[config.mk]
export PLATFORM = sky130hd
export DESIGN_NAME = pdp8l_bus_frontend
export DESIGN_NICKNAME = d
export VERILOG_FILES = /design/src/rtl/pdp8l_bus_frontend.sv
export SDC_FILE = /design/constraint.sdc
export NUM_CORES = 1
export LEC_CHECK = 0
export ABC_CLOCK_PERIOD_IN_PS = 3800
export CORE_MARGIN = 1
export CORE_UTILIZATION = 58
export CTS_BUF_LIST = sky130_fd_sc_hd__clkbuf_8
export CTS_CLUSTER_SIZE = 28
export DETAILED_ROUTE_END_ITERATION = 10
export PLACE_DENSITY = 0.9
export SYNTH_ARGS = -nofsm -noshare
export SYNTH_HDL_FRONTEND = slang
export SYNTH_SLANG_ARGS = --single-unit
[constraint.sdc]
create_clock -name CLOCK -period 3.8 [get_ports CLOCK]
set_clock_uncertainty 0.05 [all_clocks]
set_input_delay 0.38 -clock CLOCK [delete_from_list [all_inputs] [get_ports CLOCK]]
set_output_delay 0.38 -clock CLOCK [all_outputs]
set_load 0.03 [all_outputs]
[src/rtl/pdp8l_bus_frontend.sv]
// Cleans up the raw PDP-8/L memory-start / IOP lines: synchronise, deglitch, and turn
// accepted edges into single-cycle pulses with the matching MA/MB/AC values captured.
module pdp8l_bus_frontend #(
  parameter int SYNC_STAGES = 2,
  parameter int FILTER      = 5,
  parameter int MEM_TIMEOUT = 200
) (
  input  logic        CLOCK,
  input  logic        RESET,
  input  logic        _mem_start,
  input  logic [11:0] ma_in,
  input  logic [11:0] mb_in,
  input  logic [11:0] ac_in,
  input  logic [2:0]  iop_in,
  input  logic        _mwdone,
  output logic        memstart,
  output logic [11:0] memaddr,
  output logic [11:0] memwdat,
  output logic        iopstart,
  output logic        iopstop,
  output logic [11:0] ioopcode,
  output logic [11:0] cputodev,
  output logic        membusy,
  output logic        memtimeout
);

  localparam int RAW_W = 40;
  localparam int TW    = $clog2(MEM_TIMEOUT + 1);

  localparam logic [1:0] M_IDLE = 2'd0;
  localparam logic [1:0] M_WAIT = 2'd1;
  localparam logic [1:0] M_DONE = 2'd2;

  localparam logic [0:0] I_IDLE   = 1'b0;
  localparam logic [0:0] I_ACTIVE = 1'b1;

  // Inactive levels: memory start idles high, IOPs idle low.
  localparam logic [3:0] CTRL_IDLE = 4'b0001;

  // The synchroniser is deliberately left out of reset so that, by the time RESET is
  // released, it already holds the real line levels and armed cannot be fooled.
  logic [RAW_W-1:0] sync_reg [SYNC_STAGES];
  logic [RAW_W-1:0] synced;

  always_ff @(posedge CLOCK) begin
    sync_reg[0] <= {_mem_start, iop_in, ac_in, mb_in, ma_in};
    for (int i = 1; i < SYNC_STAGES; i++) begin
      sync_reg[i] <= sync_reg[i-1];
    end
  end

  assign synced = sync_reg[SYNC_STAGES-1];

  logic        mem_start_s;
  logic [2:0]  iop_s;
  logic [11:0] ac_s;
  logic [11:0] mb_s;
  logic [11:0] ma_s;
  logic [3:0]  ctrl_s;

  assign mem_start_s = synced[39];
  assign iop_s       = synced[38:36];
  assign ac_s        = synced[35:24];
  assign mb_s        = synced[23:12];
  assign ma_s        = synced[11:0];
  assign ctrl_s      = {iop_s, mem_start_s};

  // Bit 0 is _mem_start, bits 3:1 are IOP1/IOP2/IOP4.
  logic [3:0] rise;
  logic [3:0] fall;
  logic       mem_level;

  genvar gi;
  generate
    for (gi = 0; gi < 4; gi++) begin : g_filter
      logic       level_reg;
      logic [3:0] cnt_reg;
      logic       differ;
      logic       accept;

      assign differ = ctrl_s[gi] != level_reg;
      // Level flips on the FILTER-th consecutive disagreeing sample, and the edge event
      // is reported in that same cycle so downstream pulses add no extra latency.
      assign accept = differ && (cnt_reg == 4'(FILTER - 1));
      assign rise[gi] = accept && ctrl_s[gi];
      assign fall[gi] = accept && !ctrl_s[gi];

      always_ff @(posedge CLOCK) begin
        if (RESET) begin
          level_reg <= CTRL_IDLE[gi];
          cnt_reg   <= '0;
        end else if (!differ) begin
          cnt_reg   <= '0;
        end else if (accept) begin
          level_reg <= ctrl_s[gi];
          cnt_reg   <= '0;
        end else begin
          cnt_reg   <= cnt_reg + 4'd1;
        end
      end

      if (gi == 0) begin : g_mem_level
        assign mem_level = level_reg;
      end
    end
  endgenerate

  // armed only sets once the line has actually been seen high after reset.
  logic armed_reg;

  always_ff @(posedge CLOCK) begin
    if (RESET) begin
      armed_reg <= 1'b0;
    end else if (mem_level && mem_start_s) begin
      armed_reg <= 1'b1;
    end
  end

  logic [1:0]    mstate_reg;
  logic [TW-1:0] tmo_cnt_reg;

  always_ff @(posedge CLOCK) begin
    if (RESET) begin
      mstate_reg  <= M_IDLE;
      tmo_cnt_reg <= '0;
      memstart    <= 1'b0;
      memaddr     <= '0;
      memwdat     <= '0;
      memtimeout  <= 1'b0;
    end else begin
      memstart <= 1'b0;
      case (mstate_reg)
        M_IDLE: begin
          if (fall[0] && armed_reg) begin
            memaddr     <= ma_s;
            memstart    <= 1'b1;
            tmo_cnt_reg <= '0;
            mstate_reg  <= M_WAIT;
          end
        end
        M_WAIT: begin
          memwdat <= mb_s;
          if (!_mwdone) begin
            mstate_reg <= M_DONE;
          end else if (tmo_cnt_reg == TW'(MEM_TIMEOUT - 1)) begin
            memtimeout <= 1'b1;
            mstate_reg <= M_DONE;
          end else begin
            tmo_cnt_reg <= tmo_cnt_reg + 1'b1;
          end
        end
        M_DONE: begin
          if (mem_level) begin
            mstate_reg <= M_IDLE;
          end
        end
        default: mstate_reg <= M_IDLE;
      endcase
    end
  end

  assign membusy = (mstate_reg != M_IDLE);

  logic [2:0] iop_rise;
  logic [2:0] iop_fall;
  logic [2:0] pick;

  assign iop_rise = rise[3:1];
  assign iop_fall = fall[3:1];

  // Simultaneous rises resolve to the lowest-numbered IOP.
  always_comb begin
    pick = 3'b000;
    if (iop_rise[0]) begin
      pick = 3'b001;
    end else if (iop_rise[1]) begin
      pick = 3'b010;
    end else if (iop_rise[2]) begin
      pick = 3'b100;
    end
  end

  logic [0:0] istate_reg;
  logic [2:0] active_reg;

  always_ff @(posedge CLOCK) begin
    if (RESET) begin
      istate_reg <= I_IDLE;
      active_reg <= '0;
      iopstart   <= 1'b0;
      iopstop    <= 1'b0;
      ioopcode   <= '0;
      cputodev   <= '0;
    end else begin
      iopstart <= 1'b0;
      iopstop  <= 1'b0;
      case (istate_reg)
        I_IDLE: begin
          if (|pick) begin
            ioopcode   <= {mb_s[11:3], pick};
            cputodev   <= ac_s;
            iopstart   <= 1'b1;
            active_reg <= pick;
            istate_reg <= I_ACTIVE;
          end
        end
        I_ACTIVE: begin
          if (|(iop_fall & active_reg)) begin
            iopstop    <= 1'b1;
            istate_reg <= I_IDLE;
          end
        end
        default: istate_reg <= I_IDLE;
      endcase
    end
  end

endmodule
==> impl_results.md, run 1 <==
* Status: completed
* Area grow syn2layout at 24.5%
* Fmax at approximately 450 MHz
* Number of global-route vias before repair at between 4,000 and 5,000
* Synthesized cell area at ~5600 sq um
* Hold buffer count at CTS at 0
* Final #Nets at 700
* Cell depth of the worst setup path at 2
* Mean instance size in the synthesized netlist at between 9 and 10 sq um
* Number of max-slew violations in the final report at 0
* Wire length of the first global-routing pass at around 20,000 um
* Number of vias after detailed routing at 4,324
* Number of enable-type register cells in the synthesized netlist at 0
* Area taken by multi-input logic gates at around 2000 sq um
* Setup repair after global routing missed its margin: false
* Shortest clock period the worst path allows after layout at 2230 ps
* Clock buffer count from CTS at 17
* Total wire length after detailed routing at between 10,000 and 15,000 um
* Io pins at 96
* Slew of the pin with the lowest slew margin at 1070 ps
* Post-CTS Repair Setup Buffers at 0
* Overall track demand over capacity in global routing at about a quarter
* Critical Path End Type: primary output
* Count of antenna-violating nets left after detailed routing at 0
* PD cells at about 450 nW/um^2
* TritonCTS clock tree: built
* CTS sink cnt at between 150 and 200
* Number of warnings printed during yosys synthesis at 0
* Max Buffers Root-to-Sink at 2
* Aggregate global routing overflow at 0
* Clock slew seen by the registers of the worst setup and hold paths at around 100 ps
* Area of the die at between 9000 and 10,000 sq um
* MaxCap Viol Count at 0
* Port Buffers at 95
* CTS H-Tree Depth at 4
* Final GP Congestion at 0.788
* Syn Inst Count at between 500 and 600
* Series of cell instances along the critical path: or2_4, clkdlybuf4s50_1
* Site row count at 35
* Number of cells on the worst reg-to-reg path at 5
* CORE AREA at 9240 sq um
* Pin count of the biggest net entering global routing at between 100 and 150
* Placed wire-length estimate at about 7700 um
* Classification of the worst-slack hold path: reg2reg
* Cells taking the most area after synthesis: sky130_fd_sc_hd__dfxtp_1 59%, sky130_fd_sc_hd__nand2_1 5.1%, sky130_fd_sc_hd__a21oi_1 4.8%
* Post-Route Hold Slack at approximately 280 ps
* Fraction of the yosys area taken by sequential cells at between 50 and 60%
* Overall power at 3.12 mW
* Number of hold violations in the final report at 0
* Delay of the slowest cell on the worst path at about 700 ps
* Share of layout cells above drive strength 1 at approximately 6.4%
* CP max-delay cell: sky130_fd_sc_hd__clkdlybuf4s50_1
* Initial standard-cell utilization of the core at about three fifths
* Setup Total Neg Slack at 0 ps
* Share of the synthesized area in the top cell type at between 50 and 60%
* DRC marker count from the first detailed-route iteration at ~320
* Antenna Diode Count at 0
* Die extent in y at between 90 and 100 um
* Vias per cell at approximately 5.5
* Post-route worst setup slack at ~1600 ps
* Critical Setup Path Class: reg2out
* Static power due to leakage at between 2 and 3 nW
* Cell count of the worst hold path at 0
* Net count after synthesis at a little over 600
* Count of fill cells added during filler insertion at a little under 600
* Sequential Area at between 3000 and 4000 sq um
* X dimension of the die at between 90 and 100 um
* Wire per inst at around 16 um
* Cell taking the most area after synthesis: sky130_fd_sc_hd__dfxtp_1
* Final Setup Violations at 0
* Number of cells upsized or downsized after cts at 0
* Pre-Repair DR Iteration Count at 5
* Distinct cell type count after synthesis at between 40 and 50
* Worst Path Max Fanout at 6
* Cell family with most CP delay: buffers and inverters
* Yosys reg bits at between 150 and 200
* Required time at the endpoint of the critical path at 3370 ps
* Arrival time reported for the critical path endpoint at between 1500 and 2000 ps
* VDD IR max at around 0.00030 V
* Max FFs per register at 80
* Nature of the critical path startpoint: flop
* Ratio of final minimum period to clock period at between 50 and 60%
* Number of antenna violations at the first check in global routing at 0
* Clock latency reported for the late side of the worst-skew pair at 450 ps
* Primary FF master, synth: sky130_fd_sc_hd__dfxtp_1
* Setup slack on the worst flop-to-flop path at 1660 ps
* DRC violation count after routing at 0
* Post-place setup slack at roughly 1700 ps
* CTS root buffer: sky130_fd_sc_hd__clkbuf_8
* Headroom to the max-slew limit at 28.4%
* Fraction of synthesis flops using an asynchronous set or reset pin at 0%
* Number of buffers and inverters on the critical path at 1
## power breakdown
part           switching [mW]  internal [mW]  leakage (nW)
registers              0.0212           1.77          1.35
clock network           0.720          0.498         0.201
logic                  0.0468         0.0606          1.02
## layer usage
layer / track usage (%) / up-vias / wire, um
met5: 0 / - / 0
met1: 28.7 / 2057 / 4700
met4: 12.4 / 0 / 312
li1: - / 2070 / -
met3: 7.73 / 31 / 824
met2: 44.8 / 166 / 6400
## per-stage QoR
step / area, sq um / util, % / cells
after global placement: 6530 / 70.6 / 757
after floorplan: 5560 / - / 566
after CTS: 6920 / 74.9 / 788
after global routing: 6920 / 74.9 / 788
final: 6920 / 74.9 / 788
after detailed placement: 6530 / 70.6 / 757
## placed cells by master, fill, tap and decap left out, types with 5 or more instances in the layout
| cell type | synthesis | final |
|---|---|---|
| sky130_fd_sc_hd__inv_1 | 15 | 15 |
| sky130_fd_sc_hd__inv_8 | 0 | 6 |
| sky130_fd_sc_hd__a21oi_1 | 53 | 53 |
| sky130_fd_sc_hd__ha_1 | 10 | 10 |
| sky130_fd_sc_hd__nor3b_1 | 22 | 22 |
| sky130_fd_sc_hd__nand2_1 | 75 | 75 |
| sky130_fd_sc_hd__xor2_1 | 5 | 5 |
| sky130_fd_sc_hd__nand4b_1 | 22 | 22 |
| sky130_fd_sc_hd__or3_1 | 6 | 6 |
| sky130_fd_sc_hd__xnor2_1 | 8 | 8 |
| sky130_fd_sc_hd__nand3_1 | 29 | 29 |
| sky130_fd_sc_hd__clkbuf_8 | 0 | 17 |
| sky130_fd_sc_hd__clkdlybuf4s50_1 | 0 | 94 |
| sky130_fd_sc_hd__nor3_1 | 5 | 5 |
| sky130_fd_sc_hd__nor2_1 | 47 | 47 |
| sky130_fd_sc_hd__dfxtp_1 | 164 | 164 |
| sky130_fd_sc_hd__nand2b_1 | 21 | 21 |
## worst register-to-register path, delay by kind of cell, from the launching register on
| kind | cells | cell delay, ps |
|---|---|---|
| adders and majority gates | 1 | 330 |
| AOI/OAI and AO/OA | 1 | 180 |
| DFF | 1 | 370 |
| and+or+nand+nor | 3 | 1120 |
## Yosys cell counts (2+ instances only)
master	n
sky130_fd_sc_hd__dfxtp_1	164
sky130_fd_sc_hd__nand2_1	75
sky130_fd_sc_hd__a21oi_1	53
sky130_fd_sc_hd__nor2_1	47
sky130_fd_sc_hd__nand3_1	29
sky130_fd_sc_hd__clkbuf_1	25
sky130_fd_sc_hd__nand4b_1	22
sky130_fd_sc_hd__nor3b_1	22
sky130_fd_sc_hd__nand2b_1	21
sky130_fd_sc_hd__inv_1	15
sky130_fd_sc_hd__ha_1	10
sky130_fd_sc_hd__xnor2_1	8
sky130_fd_sc_hd__buf_2	7
sky130_fd_sc_hd__or3_1	6
sky130_fd_sc_hd__nor3_1	5
sky130_fd_sc_hd__xor2_1	5
sky130_fd_sc_hd__a211oi_1	4
sky130_fd_sc_hd__and3b_1	4
sky130_fd_sc_hd__nand3b_1	4
sky130_fd_sc_hd__nor2b_1	4
sky130_fd_sc_hd__o21ai_0	4
sky130_fd_sc_hd__mux2i_1	3
sky130_fd_sc_hd__a31oi_1	2
sky130_fd_sc_hd__and4b_1	2
sky130_fd_sc_hd__buf_1	2
sky130_fd_sc_hd__nand4_1	2
sky130_fd_sc_hd__or4_1	2
## worst paths after layout
check                  startpoint              end
setup / recovery    mstate_reg[0]          membusy
hold / removal     sync_reg[0][2]  sync_reg[0][42]
setup reg to reg  sync_reg[0][79]      memaddr[10]
hold reg to reg    sync_reg[0][2]  sync_reg[0][42]
## cell type report
class	count	share of cell area, %
flip-flops and latches	164	47.5
multi-input cells	351	29.7
clock buffers	17	3.38
well taps	129	2.33
clock inverters	14	2.31
inverters	15	0.814
repair buffers	98	14.0
## logic make-up (layout without fill, tap and decap cells)
family                   after synthesis  after routing  share of synthesized area (%)
buffers and inverters                 51            144                           3.94
adder cells (fa/ha/maj)               10             10                           2.25
multiplexers                           3              3                          0.541
flip-flops                           164            164                           59.1
AND/OR/NAND/NOR                      254            254                           25.0
XOR/XNOR                              13             13                           2.05
AO/OA/AOI/OAI                         71             71                           7.16
Power figures use the tool's default switching activity.
==> run 2, diff against run 1 <==
==> config.mk (replaced) <==
export PLATFORM = sky130hd
export DESIGN_NAME = pdp8l_bus_frontend
export DESIGN_NICKNAME = d
export VERILOG_FILES = /design/src/rtl/pdp8l_bus_frontend.sv
export SDC_FILE = /design/constraint.sdc
export NUM_CORES = 1
export LEC_CHECK = 0
export ABC_CLOCK_PERIOD_IN_PS = 2340
export CORE_MARGIN = 1
export CORE_UTILIZATION = 54
export CTS_BUF_LIST = sky130_fd_sc_hd__clkbuf_8
export CTS_CLUSTER_SIZE = 28
export DETAILED_ROUTE_END_ITERATION = 10
export PLACE_DENSITY = 0.85
export SYNTH_ARGS = -nofsm -noshare
export SYNTH_HDL_FRONTEND = slang
export SYNTH_SLANG_ARGS = --single-unit
==> constraint.sdc (replaced) <==
create_clock -name CLOCK -period 2.34 [get_ports CLOCK]
set_clock_uncertainty 0.05 [all_clocks]
set_input_delay 0.234 -clock CLOCK [delete_from_list [all_inputs] [get_ports CLOCK]]
set_output_delay 0.234 -clock CLOCK [all_outputs]
set_load 0.03 [all_outputs]
==> run 2 against run 1 <==
Sequential share of layout area decreased by 0.65 points. First-iteration DRC count decreased by 39%. Worst setup slack worse by 1300 ps. Via count fell by 3.0%. Largest cell class unchanged.
==> impl_results.md, run 2 (same netlist as run 1, synthesis figures left out) <==
* Antenna Diode Count at 0 (unchanged)
* Max Buffers Root-to-Sink at 2 (unchanged)
* Area taken by multi-input logic gates at 2050 sq um (unchanged)
* Final #Nets at 706 (+0.86%)
* Fmax at 477 MHz
* TritonCTS clock tree: built
* Leading cell type in the layout, fill and taps excluded: sky130_fd_sc_hd__dfxtp_1
* Series of cell instances along the critical path: or2_4, clkdlybuf4s50_1
* Status: completed
* Pin count of the biggest net entering global routing at 54 (-54%)
* Overall power at 5.22 mW (+67%)
* Count of fill cells added during filler insertion at 672 (+15%)
* MaxCap Viol Count at 0 (unchanged)
* Placed wire-length estimate at 7490 um (-2.6%)
* Static power due to leakage at 2.62 nW (+2.0%)
* Final GP Congestion at 0.759 (-3.7%)
* Cell area reported after detailed placement at 6590 sq um (+0.96%)
* Hold buffer count at CTS at 0 (unchanged)
* Delay of the slowest cell on the worst path at 710 ps (about the same)
* Post-place setup slack at 351 ps (-1340 ps)
* Die extent in y at 103 um (+3.6%)
* Shortest clock period the worst path allows after layout at around 2100 ps
* Final Setup Violations at 0 (unchanged)
* Number of antenna violations at the first check in global routing at 0 (unchanged)
* Max FFs per register at 80 (unchanged)
* Number of global-route vias before repair at 4,164 (-3.1%)
* Nature of the critical path startpoint: flop
* Slew of the pin with the lowest slew margin at 512 ps (-563 ps)
* Number of buffers and inverters on the critical path at 1 (unchanged)
* Number of max-slew violations in the final report at 0 (unchanged)
* Setup repair after global routing missed its margin: false
* Area of the die at 10,700 sq um (+7.3%)
* Port Buffers at 95 (unchanged)
* Vias per cell at 5.25 (-4.3%)
* Total wire length after detailed routing at 11,400 um (-6.7%)
* Site row count at 36 (+2.9%)
* Number of vias after detailed routing at 4,194 (-3.0%)
* Setup Total Neg Slack at 0 ps (unchanged)
* CTS H-Tree Depth at 4 (unchanged)
* Post-CTS Repair Setup Buffers at 0 (unchanged)
* Clock latency reported for the late side of the worst-skew pair at 460 ps (about the same)
* Area grow syn2layout at 26.3%
* Arrival time reported for the critical path endpoint at 1810 ps (about the same)
* PD cells at 744 nW/um^2 (+65%)
* Clock slew seen by the registers of the worst setup and hold paths at 80 ps (-20 ps)
* Number of hold violations in the final report at 0 (unchanged)
* Required time at the endpoint of the critical path at 2060 ps (-1310 ps)
* Number of cells upsized or downsized after cts at 0 (unchanged)
* Headroom to the max-slew limit at 65.7% (+37 points)
* CTS root buffer: sky130_fd_sc_hd__clkbuf_8
* Ratio of final minimum period to clock period at between 80% and 90%
* Post-Route Hold Slack at 157 ps (-124 ps)
* Pre-Repair DR Iteration Count at 4 (-1)
* Worst Path Max Fanout at 6 (unchanged)
* Io pins at 96 (unchanged)
* CP max-delay cell: sky130_fd_sc_hd__clkdlybuf4s50_1
* Critical Path End Type: primary output
* Share of layout cells above drive strength 1 at 7.06% (+0.68 points)
* Count of antenna-violating nets left after detailed routing at 0 (unchanged)
* Overall track demand over capacity in global routing at 23.2% (-2.5 points)
* Core utilization of the finished layout at 71.1% (-3.8 points)
* Wire length of the first global-routing pass at 18,700 um (-6.1%)
* Clock buffer count from CTS at 17 (unchanged)
* Fin cells at 799 (+1.4%)
* Wire per inst at 14.3 um (-8.0%)
* Critical Setup Path Class: reg2out
* X dimension of the die at 103 um (+3.6%)
* CORE AREA at 9860 sq um (+6.8%)
* Inst Count DP at 767 (+1.3%)
* Commonest non-fill, non-tap cells in the layout: 164 x sky130_fd_sc_hd__dfxtp_1, 94 x sky130_fd_sc_hd__clkdlybuf4s50_1, 75 x sky130_fd_sc_hd__nand2_1
* Classification of the worst-slack hold path: in2reg
* Post-route worst setup slack at 242 ps (-1330 ps)
* DRC marker count from the first detailed-route iteration at 192 (-39%)
* VDD IR max at 0.000571 V (+90%)
* DRC violation count after routing at 0 (unchanged)
* CTS sink cnt at 164 (unchanged)
* Final instance area at 7020 sq um (+1.4%)
* Initial standard-cell utilization of the core at 56.3% (-3.8 points)
* Cell family with most CP delay: buffers and inverters
* Sequential Area at 3280 sq um (unchanged)
* Aggregate global routing overflow at 0 (unchanged)
-- run 2: cell count changes in the layout (fill, tap and decap cells not counted), sizes merged --
cell / change
buf: +6
bufinv: +3
clkbuf: +3
clkinv: -2
clkinvlp: +2
inv: -5
-- run 2: worst paths after layout --
check / startpoint / cells after the start / endpoint / slack [ps]
hold reg to reg: sync_reg[0][7] / 0 / sync_reg[0][47] / 280
hold / removal: RESET / 2 / g_filter[2].level_reg / 160
setup / recovery: mstate_reg[1] / 2 / membusy / 240
setup reg to reg: sync_reg[0][79] / 5 / tmo_cnt_reg[7] / 350
-- run 2: area by class of cell --
class	count	share of cell area, %
clock buffer	20	3.92
clock inverter	12	2.18
timing repair buffer	104	14.7
tap	133	2.37
multi-input combinational	351	29.3
sequential	164	46.8
inverter	15	0.803
-- run 2: report_power, final --
part | internal [mW] | switching, mW
combinational | 0.102 | 0.0745
sequential | 2.87 | 0.0322
clock | 1.14 | 0.996
-- run 2: worst register-to-register path: cells and delay by family, from the launching register on --
family / cells / cell delay, ps
adder cells (fa/ha/maj): 1 / 330
AND/OR/NAND/NOR: 2 / 870
AO/OA/AOI/OAI: 2 / 260
flip-flops: 1 / 370
-- run 2: metal layers --
metal / wire length [um] / up-vias / track usage [%]
li1: - / 2085 / -
met1: 4790 / 1974 / 26.2
met2: 5730 / 107 / 38.9
met3: 601 / 28 / 7.80
met4: 300 / 0 / 12.5
met5: 0 / - / 0
